## config.mk

```make
export PLATFORM = sky130hd
export DESIGN_NAME = ex_commit_stage
export DESIGN_NICKNAME = d
export VERILOG_FILES = /design/src/rtl/ex_commit_stage_pkg.sv /design/src/rtl/ex_commit_stage_branch_resolve.sv /design/src/rtl/ex_commit_stage.sv
export SDC_FILE = /design/constraint.sdc
export NUM_CORES = 1
export LEC_CHECK = 0
export CORE_MARGIN = 10
export CORE_UTILIZATION = 48
export CTS_BUF_LIST = sky130_fd_sc_hd__clkbuf_4 sky130_fd_sc_hd__clkbuf_8
export DETAILED_ROUTE_END_ITERATION = 12
export HOLD_SLACK_MARGIN = 0.02
export PLACE_DENSITY = 0.93
export REMOVE_ABC_BUFFERS = 1
export SYNTH_ARGS = -nofsm -noshare
export SYNTH_HDL_FRONTEND = slang
export SYNTH_HIERARCHICAL = 1
export SYNTH_SLANG_ARGS = --single-unit
```

## constraint.sdc

```tcl
create_clock -name clk -period 2.2 [get_ports clk]
set_input_delay 0.66 -clock clk [delete_from_list [all_inputs] [get_ports clk]]
set_output_delay 0.66 -clock clk [all_outputs]
set_load 0.02 [all_outputs]
```

## src/rtl/ex_commit_stage_pkg.sv

```systemverilog
// Shared types and constants for the lane-A commit stage: opcodes, instruction
// classes and the writeback packet.
package ex_commit_stage_pkg;

  localparam int unsigned XLEN   = 32;
  localparam int unsigned RD_W   = 5;
  localparam int unsigned OP_W   = 6;
  localparam int unsigned TYPE_W = 3;
  localparam int unsigned CNT_W  = 32;

  localparam logic [OP_W-1:0] OP_ADD  = 6'b000000;
  localparam logic [OP_W-1:0] OP_SUB  = 6'b000001;
  localparam logic [OP_W-1:0] OP_AND  = 6'b000010;
  localparam logic [OP_W-1:0] OP_OR   = 6'b000011;
  localparam logic [OP_W-1:0] OP_XOR  = 6'b000100;
  localparam logic [OP_W-1:0] OP_ADDI = 6'b001000;
  localparam logic [OP_W-1:0] OP_BEQ  = 6'b011000;
  localparam logic [OP_W-1:0] OP_BNE  = 6'b011001;
  localparam logic [OP_W-1:0] OP_BLT  = 6'b011010;
  localparam logic [OP_W-1:0] OP_BGE  = 6'b011011;
  localparam logic [OP_W-1:0] OP_J    = 6'b011100;
  localparam logic [OP_W-1:0] OP_NOP  = 6'b111111;

  localparam logic [TYPE_W-1:0] TY_RR_ALU = 3'b000;
  localparam logic [TYPE_W-1:0] TY_RI_ALU = 3'b001;
  localparam logic [TYPE_W-1:0] TY_BRANCH = 3'b100;
  localparam logic [TYPE_W-1:0] TY_JUMP   = 3'b101;
  localparam logic [TYPE_W-1:0] TY_NOP    = 3'b111;

  typedef struct packed {
    logic            wen;
    logic [RD_W-1:0] rd;
    logic [XLEN-1:0] data;
    logic [XLEN-1:0] pc;
  } wb_pkt_t;

  // Only the two ALU classes write the register file.
  function automatic logic is_alu_type(input logic [TYPE_W-1:0] t);
    return (t == TY_RR_ALU) || (t == TY_RI_ALU);
  endfunction

endpackage

```

## src/rtl/ex_commit_stage_branch_resolve.sv

```systemverilog
// Combinational branch/jump outcome from instruction class, opcode and operands.
module ex_commit_stage_branch_resolve
  import ex_commit_stage_pkg::*;
(
  input  logic [TYPE_W-1:0] typ_i,
  input  logic [OP_W-1:0]   opcode_i,
  input  logic [XLEN-1:0]   a_i,
  input  logic [XLEN-1:0]   b_i,
  output logic              taken_c
);

  always_comb begin
    taken_c = 1'b0;
    unique case (typ_i)
      TY_JUMP: taken_c = 1'b1;
      TY_BRANCH: begin
        unique case (opcode_i)
          OP_BEQ:  taken_c = (a_i == b_i);
          OP_BNE:  taken_c = (a_i != b_i);
          OP_BLT:  taken_c = ($signed(a_i) <  $signed(b_i));
          OP_BGE:  taken_c = ($signed(a_i) >= $signed(b_i));
          default: taken_c = 1'b0;
        endcase
      end
      default: taken_c = 1'b0;
    endcase
  end

endmodule

```

## src/rtl/ex_commit_stage.sv

```systemverilog
// Lane-A commit stage: resolves branches, buffers writeback packets in a
// 2-entry skid buffer, pulses redirect/flush and counts committed packets.
module ex_commit_stage
  import ex_commit_stage_pkg::*;
(
  input  logic              clk,
  input  logic              rst_n,
  input  logic              in_valid,
  output logic              in_ready,
  input  logic [TYPE_W-1:0] in_type,
  input  logic [XLEN-1:0]   in_ir,
  input  logic [XLEN-1:0]   in_pc,
  input  logic [XLEN-1:0]   in_a,
  input  logic [XLEN-1:0]   in_b,
  input  logic [XLEN-1:0]   in_alu,
  output logic              out_valid,
  input  logic              out_ready,
  output logic              out_wen,
  output logic [RD_W-1:0]   out_rd,
  output logic [XLEN-1:0]   out_data,
  output logic [XLEN-1:0]   out_pc,
  output logic              redirect_valid,
  output logic [XLEN-1:0]   redirect_pc,
  output logic              flush,
  output logic [CNT_W-1:0]  commit_cnt
);

  wb_pkt_t            main_q, main_d, skid_q, skid_d, new_pkt;
  logic               main_valid_q, main_valid_d;
  logic               skid_valid_q, skid_valid_d;
  logic               in_ready_q, in_ready_d;
  logic               redir_valid_q, redir_valid_d;
  logic [XLEN-1:0]    redir_pc_q, redir_pc_d;
  logic [CNT_W-1:0]   cnt_q, cnt_d;
  logic               accept, drain, taken_c;
  logic [RD_W-1:0]    ir_rd;
  logic               unused_ir_bits;

  assign ir_rd          = in_ir[25:21];
  assign unused_ir_bits = ^in_ir[20:0];
  assign accept         = in_valid & in_ready_q;
  assign drain          = main_valid_q & out_ready;

  ex_commit_stage_branch_resolve u_branch_resolve (
    .typ_i    (in_type),
    .opcode_i (in_ir[31:26]),
    .a_i      (in_a),
    .b_i      (in_b),
    .taken_c  (taken_c)
  );

  always_comb begin
    new_pkt.wen  = is_alu_type(in_type) && (ir_rd != '0);
    new_pkt.rd   = ir_rd;
    new_pkt.data = in_alu;
    new_pkt.pc   = in_pc;
  end

  // Skid buffer: main feeds the outputs, skid absorbs one packet while main stalls.
  always_comb begin
    main_d        = main_q;
    main_valid_d  = main_valid_q;
    skid_d        = skid_q;
    skid_valid_d  = skid_valid_q;
    redir_valid_d = 1'b0;
    redir_pc_d    = '0;
    cnt_d         = cnt_q + CNT_W'(drain);

    if (!main_valid_q || drain) begin
      if (skid_valid_q) begin
        main_d       = skid_q;
        main_valid_d = 1'b1;
        skid_valid_d = 1'b0;
      end else if (accept) begin
        main_d       = new_pkt;
        main_valid_d = 1'b1;
      end else begin
        main_valid_d = 1'b0;
      end
    end else if (accept) begin
      skid_d       = new_pkt;
      skid_valid_d = 1'b1;
    end

    if (accept && taken_c) begin
      redir_valid_d = 1'b1;
      redir_pc_d    = in_alu;
    end

    // Registered so in_ready never depends combinationally on out_ready.
    in_ready_d = !skid_valid_d && !redir_valid_d;
  end

  always_ff @(posedge clk or negedge rst_n) begin
    if (!rst_n) begin
      main_q        <= '0;
      main_valid_q  <= 1'b0;
      skid_q        <= '0;
      skid_valid_q  <= 1'b0;
      in_ready_q    <= 1'b0;
      redir_valid_q <= 1'b0;
      redir_pc_q    <= '0;
      cnt_q         <= '0;
    end else begin
      main_q        <= main_d;
      main_valid_q  <= main_valid_d;
      skid_q        <= skid_d;
      skid_valid_q  <= skid_valid_d;
      in_ready_q    <= in_ready_d;
      redir_valid_q <= redir_valid_d;
      redir_pc_q    <= redir_pc_d;
      cnt_q         <= cnt_d;
    end
  end

  assign in_ready       = in_ready_q;
  assign out_valid      = main_valid_q;
  assign out_wen        = main_q.wen;
  assign out_rd         = main_q.rd;
  assign out_data       = main_q.data;
  assign out_pc         = main_q.pc;
  assign redirect_valid = redir_valid_q;
  assign redirect_pc    = redir_pc_q;
  assign flush          = redir_valid_q;
  assign commit_cnt     = cnt_q;

endmodule
```

Word-level counts from Yosys, hierarchy flattened
Cells that the tools add are included.
W data, S select, Z words.
{"block": "totals", "reg_bits": 208, "out_inout_bits": 138}
{"block": "classes", "addsub": 1, "order_cmp": 2, "eq_ne": 9, "mux": 10, "n_bitwise": 3, "reduce_logical": 13}
{"operator": "$mux W70", "count": 2}
{"operator": "$add A32 B1 Y32", "count": 1}
{"operator": "$eq A32 B32 Y1", "count": 1}
{"operator": "$ge A32 B32 Y1", "count": 1}
{"operator": "$lt A32 B32 Y1", "count": 1}
{"operator": "$mux W32", "count": 1}
{"operator": "$ne A32 B32 Y1", "count": 1}
{"operator": "$eq A6 B5 Y1 const B", "count": 4}
{"operator": "$eq A3 B3 Y1 const B", "count": 2}
{"operator": "$mux W1", "count": 5}
{"operator": "$reduce_bool A5 Y1", "count": 1}
{"operator": "$pmux W1 S4", "count": 1}
{"operator": "$reduce_and A2 Y1", "count": 2}
{"operator": "$eq A3 B1 Y1 const B", "count": 1}
{"operator": "$logic_and A1 B1 Y1", "count": 3}
{"operator": "$logic_not A1 Y1", "count": 3}
{"operator": "$logic_not A3 Y1", "count": 1}
{"operator": "$and A1 B1 Y1", "count": 2}
{"operator": "$logic_or A1 B1 Y1", "count": 2}
{"operator": "$pmux W1 S2", "count": 1}
{"operator": "$reduce_bool A2 Y1", "count": 1}
{"operator": "$not A1 Y1", "count": 1}

Depth between registers and ports, before layout
{"block": "logic_depth", "depth_word": 7, "depth_mapped": 13}

Modules after synthesis
Netlist, hierarchy kept.
{"module": "ex_commit_stage", "n_inst": 1, "cells_each": 660, "area_each_um2": 8424.3, "seq_area_each_um2": 5205.0}
{"module": "ex_commit_stage_branch_resolve", "n_inst": 1, "cells_each": 133, "area_each_um2": 942.2, "seq_area_each_um2": 0.0}

Least setup slack after synthesis
Ideal clock, no wire load.
{"block": "synth_path", "kind": "input to register", "start": "in in_b[7]", "end": "reg redir_pc_q[23] (netlist: redirect_pc[23])", "setup_time_ns": 0.066, "arrival_time_ns": 3.156, "path_slack_ns": -1.022, "cell_stages": 13, "cell_sequence": "inv_1 -> ha_1 -> a21oi_1 -> o21ai_1 -> a211o_1 -> o31a_1 -> or4_1 -> a21oi_1 -> a221o_1 -> and3_1 -> clkbuf_1 -> clkbuf_1 -> and2_1"}
{"block": "synth_via", "elab_chain_len": 5, "word_cells_on_any_way": 8, "cone_classes": "order compare (2); eq/ne (2); mux (3); reduce/logical (1)"}
{"item": "start: declaration", "line": "ex_commit_stage.sv:14", "rtl": "input logic [XLEN-1:0] in_b,"}
{"item": "$ge A32 B32 Y1 (tied with other cells)", "line": "ex_commit_stage_branch_resolve.sv:21", "rtl": "OP_BGE: taken_c = ($signed(a_i) >= $signed(b_i));"}
{"item": "$pmux W1 S4 (*)", "line": "ex_commit_stage_branch_resolve.sv:17", "rtl": "unique case (opcode_i)"}
{"item": "$pmux W1 S2 (*)", "line": "ex_commit_stage_branch_resolve.sv:14", "rtl": "unique case (typ_i)"}
{"item": "via taken_c", "line": "ex_commit_stage.sv:35", "rtl": "logic accept, drain, taken_c;"}
{"item": "$logic_and A1 B1 Y1 (*)", "line": "ex_commit_stage.sv:85", "rtl": "if (accept && taken_c) begin"}
{"item": "$mux W32 (*)", "line": "ex_commit_stage.sv:85"}
{"item": "via redir_pc_d[23]", "line": "ex_commit_stage.sv:33", "rtl": "logic [XLEN-1:0] redir_pc_q, redir_pc_d;"}
{"item": "end signal: assignment", "line": "ex_commit_stage.sv:111", "rtl": "redir_pc_q <= redir_pc_d;"}
{"item": "end: declaration", "line": "ex_commit_stage.sv:33"}
Mark *: on every way through the listed nets, which the timed path passes. The rest lies on a longest branch.
A chain may end at the register's enable or synchronous reset.

Worst setup path in the final report
{"block": "layout_path", "start": "in in_b[25]", "end": "reg redir_pc_q[18] (netlist: redirect_pc[18])"}
Same word-level chain as after synthesis.

==> flow_results.org <==
** Yosys
- Library cell with the largest summed area after synthesis :: sky130_fd_sc_hd__dfrtp_1
- Fraction of synthesized area in multiplexers :: 0.1578
- Of the total synthesized cell area, the portion taken by full adders, half adders and majority gates is 0.04675.
- Compound-gate portion of the synthesized area :: 0.06065
- A synthesized cell averages 11.81 µm².
- By area, the combinational part of the netlist is dominated by multiplexers.
- Synthesis produced 793 cells.
- The cell area that synthesis handed to floorplanning was 0.009366 mm².
- Top area cells in the synthesized netlist :: sky130_fd_sc_hd__dfrtp_1 (56%), sky130_fd_sc_hd__mux2_2 (8.3%), sky130_fd_sc_hd__mux2i_1 (7.5%)
- Of the total synthesized cell area, the portion taken by XOR and XNOR cells is 0.02805.
- Yosys mapped the design onto 50 distinct sky130hd cell types.
- The Yosys step of the flow raised 6 warnings.
- The synthesized design contains 208 register bits.
- Fraction of the mapped netlist area in simple logic gates :: 0.1153
- Sequential element share of the synthesized area :: 0.5557
- In the synthesized netlist the async set-or-reset flop fraction comes to 1.000.
- Share of the synthesized area in the top cell type :: 0.5557
- Among all flip-flop cells after synthesis, the most frequent one is sky130_fd_sc_hd__dfrtp_1.
- Counting flops with a built-in enable in the synthesized netlist gives 0.

** Critical path
- For the worst setup path, the data arrival time is 3390 ps.
- Launching point of the worst reg2reg path :: out_valid
- Data required, critical path :: 2640 ps
- Tracing the worst setup path back leads to its startpoint at in_b[25].
- Of all nets on the critical path, the largest fanout is 5.
- Worst Reg2Reg Path Length in Cells :: 8
- Category of the critical setup timing path :: input pin to flop
- Sort of element at the start of the critical path :: input pin
- In this run the critical register-to-register path is captured at commit_cnt[10].
- Slack of the worst reg-to-reg path :: 360 ps
- The critical path ends at redirect_pc[18].
- The worst setup path is captured at a flop.

** Routing
- The first detailed-routing pass ran for 6 iterations.
- Drt initial violations :: 292
- For this block, the routed nets add up to 29.66 mm of wire.
- After detailed routing, the average wire length per cell comes to 20.74 µm.
- Via count :: 7,620
- Total DRC errors in the routed layout :: 0
- Vias per cell :: 5.329
- Number of nets with antenna violations after routing :: 0

** Placed design
- Input and output buffers added on the ports amount to 283.
- Gpl congestion :: 0.9461
- Including well taps, the total number of placed cells is 1,349.
- Final HPWL DP :: 20.18 mm
- Placed Area :: 0.01285 mm²

** Outcome
- Status :: finished, violations left
- Violated checks :: negative setup slack

** Cells and area
- From synthesis to final layout, the design area changed by 50.85%.
- Of the cells placed in the final design, the portion with a size suffix greater than 1 is 0.2858.
- The library cell used most frequently in the layout, excluding fill and tap cells, is sky130_fd_sc_hd__dfrtp_1.
- Summing all flip-flop and latch instances after layout gives 0.005209 mm².
- Net count reported at finish :: 1,347
- In the layout the commonest cells are sky130_fd_sc_hd__dfrtp_1 (207), sky130_fd_sc_hd__clkdlybuf4s50_1 (132), sky130_fd_sc_hd__a21oi_1 (80), sky130_fd_sc_hd__nor2_1 (79), sky130_fd_sc_hd__mux2i_1 (70).
- Fillers :: 1,196
- The multi-input combinational cells in the finished layout cover a total of 0.004267 mm².
- The finished cells cover 0.01413 mm².
- For this run, the number of standard cells in the final layout without fillers is 1,430.
- Diode insertion count for antenna repair :: 0

** Timing
- For the pin with the worst max-slew slack, the measured transition is 639.6 ps.
- The number of hold violations in the final report was 0.
- Hold timing on the final database bottoms out at a slack of 80.55 ps.
- Count of final setup violators :: 34
- Maximum clock frequency :: 339.5 MHz
- For the final database, setup skew stands at 17.92 ps.
- Ratio of final minimum period to clock period :: 1.339
- The worst pin sits at a relative slew slack of 0.5736.
- Setup repair after global routing could not meet its margin everywhere.
- Setup TNS after final layout :: -24,500 ps
- Across all setup checks in the final design, the least slack found is -745.6 ps.
- Final slew viol count :: 0
- Post-layout min period :: 2946 ps

** Pwr
- Total net switching power :: 3.880 mW
- Proportion of power drawn by flip-flops and latches :: 0.427
- Internal power of the cells :: 8.471 mW
- Summed over all cells, the static leakage comes to 6.635 nW.
- Worst vdd rail ir drop :: 0.6818 mV
- Total power divided by cell area :: 874.1 mW/mm²
- Overall power consumption after layout is estimated at 12.35 mW.
- Of the total power, the share spent switching nets is 0.3141.
- The share of total power dissipated in combinational logic is 0.298.
- The share of total power dissipated in the clock network is 0.275.

** Clock tree
- Num Clock Sinks :: 208
- CTS Buf Count :: 36
- Clock-pin slew reported for the worst setup and hold paths after clock tree synthesis :: 50 ps
- Maximum buffer depth of the clock tree :: 3
- The cell sitting at the root of the clock tree is a sky130_fd_sc_hd__clkbuf_8.
- Clock latency on the worst-skew pair, taken at its later pin, is 510 ps.
- H-Tree Level Count :: 2
- TritonCTS built the clock tree.

** Run
- Max-cap violations in this run came to 0.

** Floorplan
- Row generation in the floorplan step produced 51 rows.
- DIE AREA :: 0.02550 mm²
- For this configuration, the core starts out at a cell density of 0.4844.
- Boundary pin count :: 305
- After floorplanning, the core was sized to cover 0.01933 mm².
- In this run the horizontal extent of the chip is 159.7 µm.
- Die Y-Extent :: 159.7 µm

** Global route
- For this run the aggregate overflow at the end of global routing stands at 0.
- Pin count of the biggest net entering global routing :: 72
- All-Layer GR Usage :: 0.2228
- Wire length of the first global-routing pass :: 45.93 mm
- Number of global-route vias before repair :: 8,467
- The initial antenna violation count is 0.

** Hold path
- The worst hold path belongs to the class input pin to async pin.
## synth_stat cells, types with 2 or more instances
cell	number
sky130_fd_sc_hd__a21oi_1	83
sky130_fd_sc_hd__and2_1	34
sky130_fd_sc_hd__and3_1	7
sky130_fd_sc_hd__and4_1	3
sky130_fd_sc_hd__and4_2	2
sky130_fd_sc_hd__buf_2	24
sky130_fd_sc_hd__buf_4	4
sky130_fd_sc_hd__clkbuf_1	8
sky130_fd_sc_hd__dfrtp_1	208
sky130_fd_sc_hd__ha_1	35
sky130_fd_sc_hd__inv_1	37
sky130_fd_sc_hd__mux2_2	69
sky130_fd_sc_hd__mux2i_1	70
sky130_fd_sc_hd__nand2_1	18
sky130_fd_sc_hd__nand2b_1	2
sky130_fd_sc_hd__nand3_1	16
sky130_fd_sc_hd__nand4_1	20
sky130_fd_sc_hd__nand4_4	2
sky130_fd_sc_hd__nor2_1	79
sky130_fd_sc_hd__nor2b_1	2
sky130_fd_sc_hd__nor4_1	4
sky130_fd_sc_hd__nor4_2	2
sky130_fd_sc_hd__o211ai_1	2
sky130_fd_sc_hd__o21ai_0	6
sky130_fd_sc_hd__o21ai_1	2
sky130_fd_sc_hd__or4_1	2
sky130_fd_sc_hd__xnor2_1	25
sky130_fd_sc_hd__xor2_1	5
## what timing repair did
action,in CTS,in global routing
setup endpoints to repair,77,77
resized for setup,305,74
buffers inserted,17,3
gates cloned,3,2
hold buffers,0,0
pin swaps,33,5
## layout make-up
class,count,share of cell area
clock buffer,56,0.04791
clock inverter,2,0.0009741
inverter,37,0.01036
multi-input combinational,510,0.3020
sequential,208,0.3686
tap,265,0.02347
timing repair buffer,352,0.2467
## power by group through the flow
stage	clock [mW]	combinational [mW]	sequential [mW]
6_report	3.39	3.68	5.28
5_1_grt	3.65	3.95	5.37
4_1_cts	3.48	3.70	5.27
3_5_place_dp	0	3.68	5.31
3_3_place_gp	0	3.56	5.23
2_1_floorplan	0	1.21	5.81
## flip-flops by register name, indices dropped and copies added, names as in the netlist
signal / cells
commit_cnt: 32
flush: 1
in_ready: 1
out_data: 32
out_pc: 32
out_rd: 5
out_valid: 1
out_wen: 1
redirect_pc: 32
skid_q: 70
skid_valid_q: 1
## cell families after synthesis
| logic type | after synthesis |
|---|---|
| compound gates | 105 |
| xor+xnor | 30 |
| fa+ha+maj | 35 |
| buf+inv | 75 |
| flops | 208 |
| mux | 139 |
| simple gates | 201 |
## worst min-delay path by stage
stage                     depth (start not counted)      startpoint        endpoint  slack (ps)
after global routing                              1           rst_n  commit_cnt[12]          80
after CTS                                         1           rst_n  commit_cnt[12]          70
after global placement                            1  commit_cnt[31]  commit_cnt[31]         460
after floorplan                                   0           rst_n   commit_cnt[0]         360
after detailed placement                          2      skid_q[69]      skid_q[69]         470
final                                             1           rst_n  commit_cnt[12]          80
## per-stage QoR
stage            util  worst slack [ps]
2_1_floorplan       -             -3492
3_3_place_gp   0.6646             -1466
3_5_place_dp   0.6646             -1580
4_1_cts        0.7189            -625.2
5_1_grt        0.7308            -786.0
6_report       0.7308            -745.6
## per-layer routing
metal | global-route usage | share of wire
met1 | 0.2367 | 0.37
met2 | 0.3963 | 0.52
met3 | 0.08046 | 0.081
met4 | 0.08340 | 0.030
met5 | 0 | 0
## critical path, stage by stage
cell and delay (ps):
sky130_fd_sc_hd__buf_2 110, sky130_fd_sc_hd__inv_2 70, sky130_fd_sc_hd__ha_4 200, sky130_fd_sc_hd__buf_4 120
sky130_fd_sc_hd__a21oi_1 200, sky130_fd_sc_hd__o21ai_0 170, sky130_fd_sc_hd__nand2b_1 180, sky130_fd_sc_hd__nor3b_2 180
sky130_fd_sc_hd__or4_1 540, sky130_fd_sc_hd__a21oi_1 150, sky130_fd_sc_hd__a221o_1 150, sky130_fd_sc_hd__and3_4 240
sky130_fd_sc_hd__buf_12 140, sky130_fd_sc_hd__buf_16 130, sky130_fd_sc_hd__and2_4 130
Note: power is estimated with default switching activity, not from simulation.
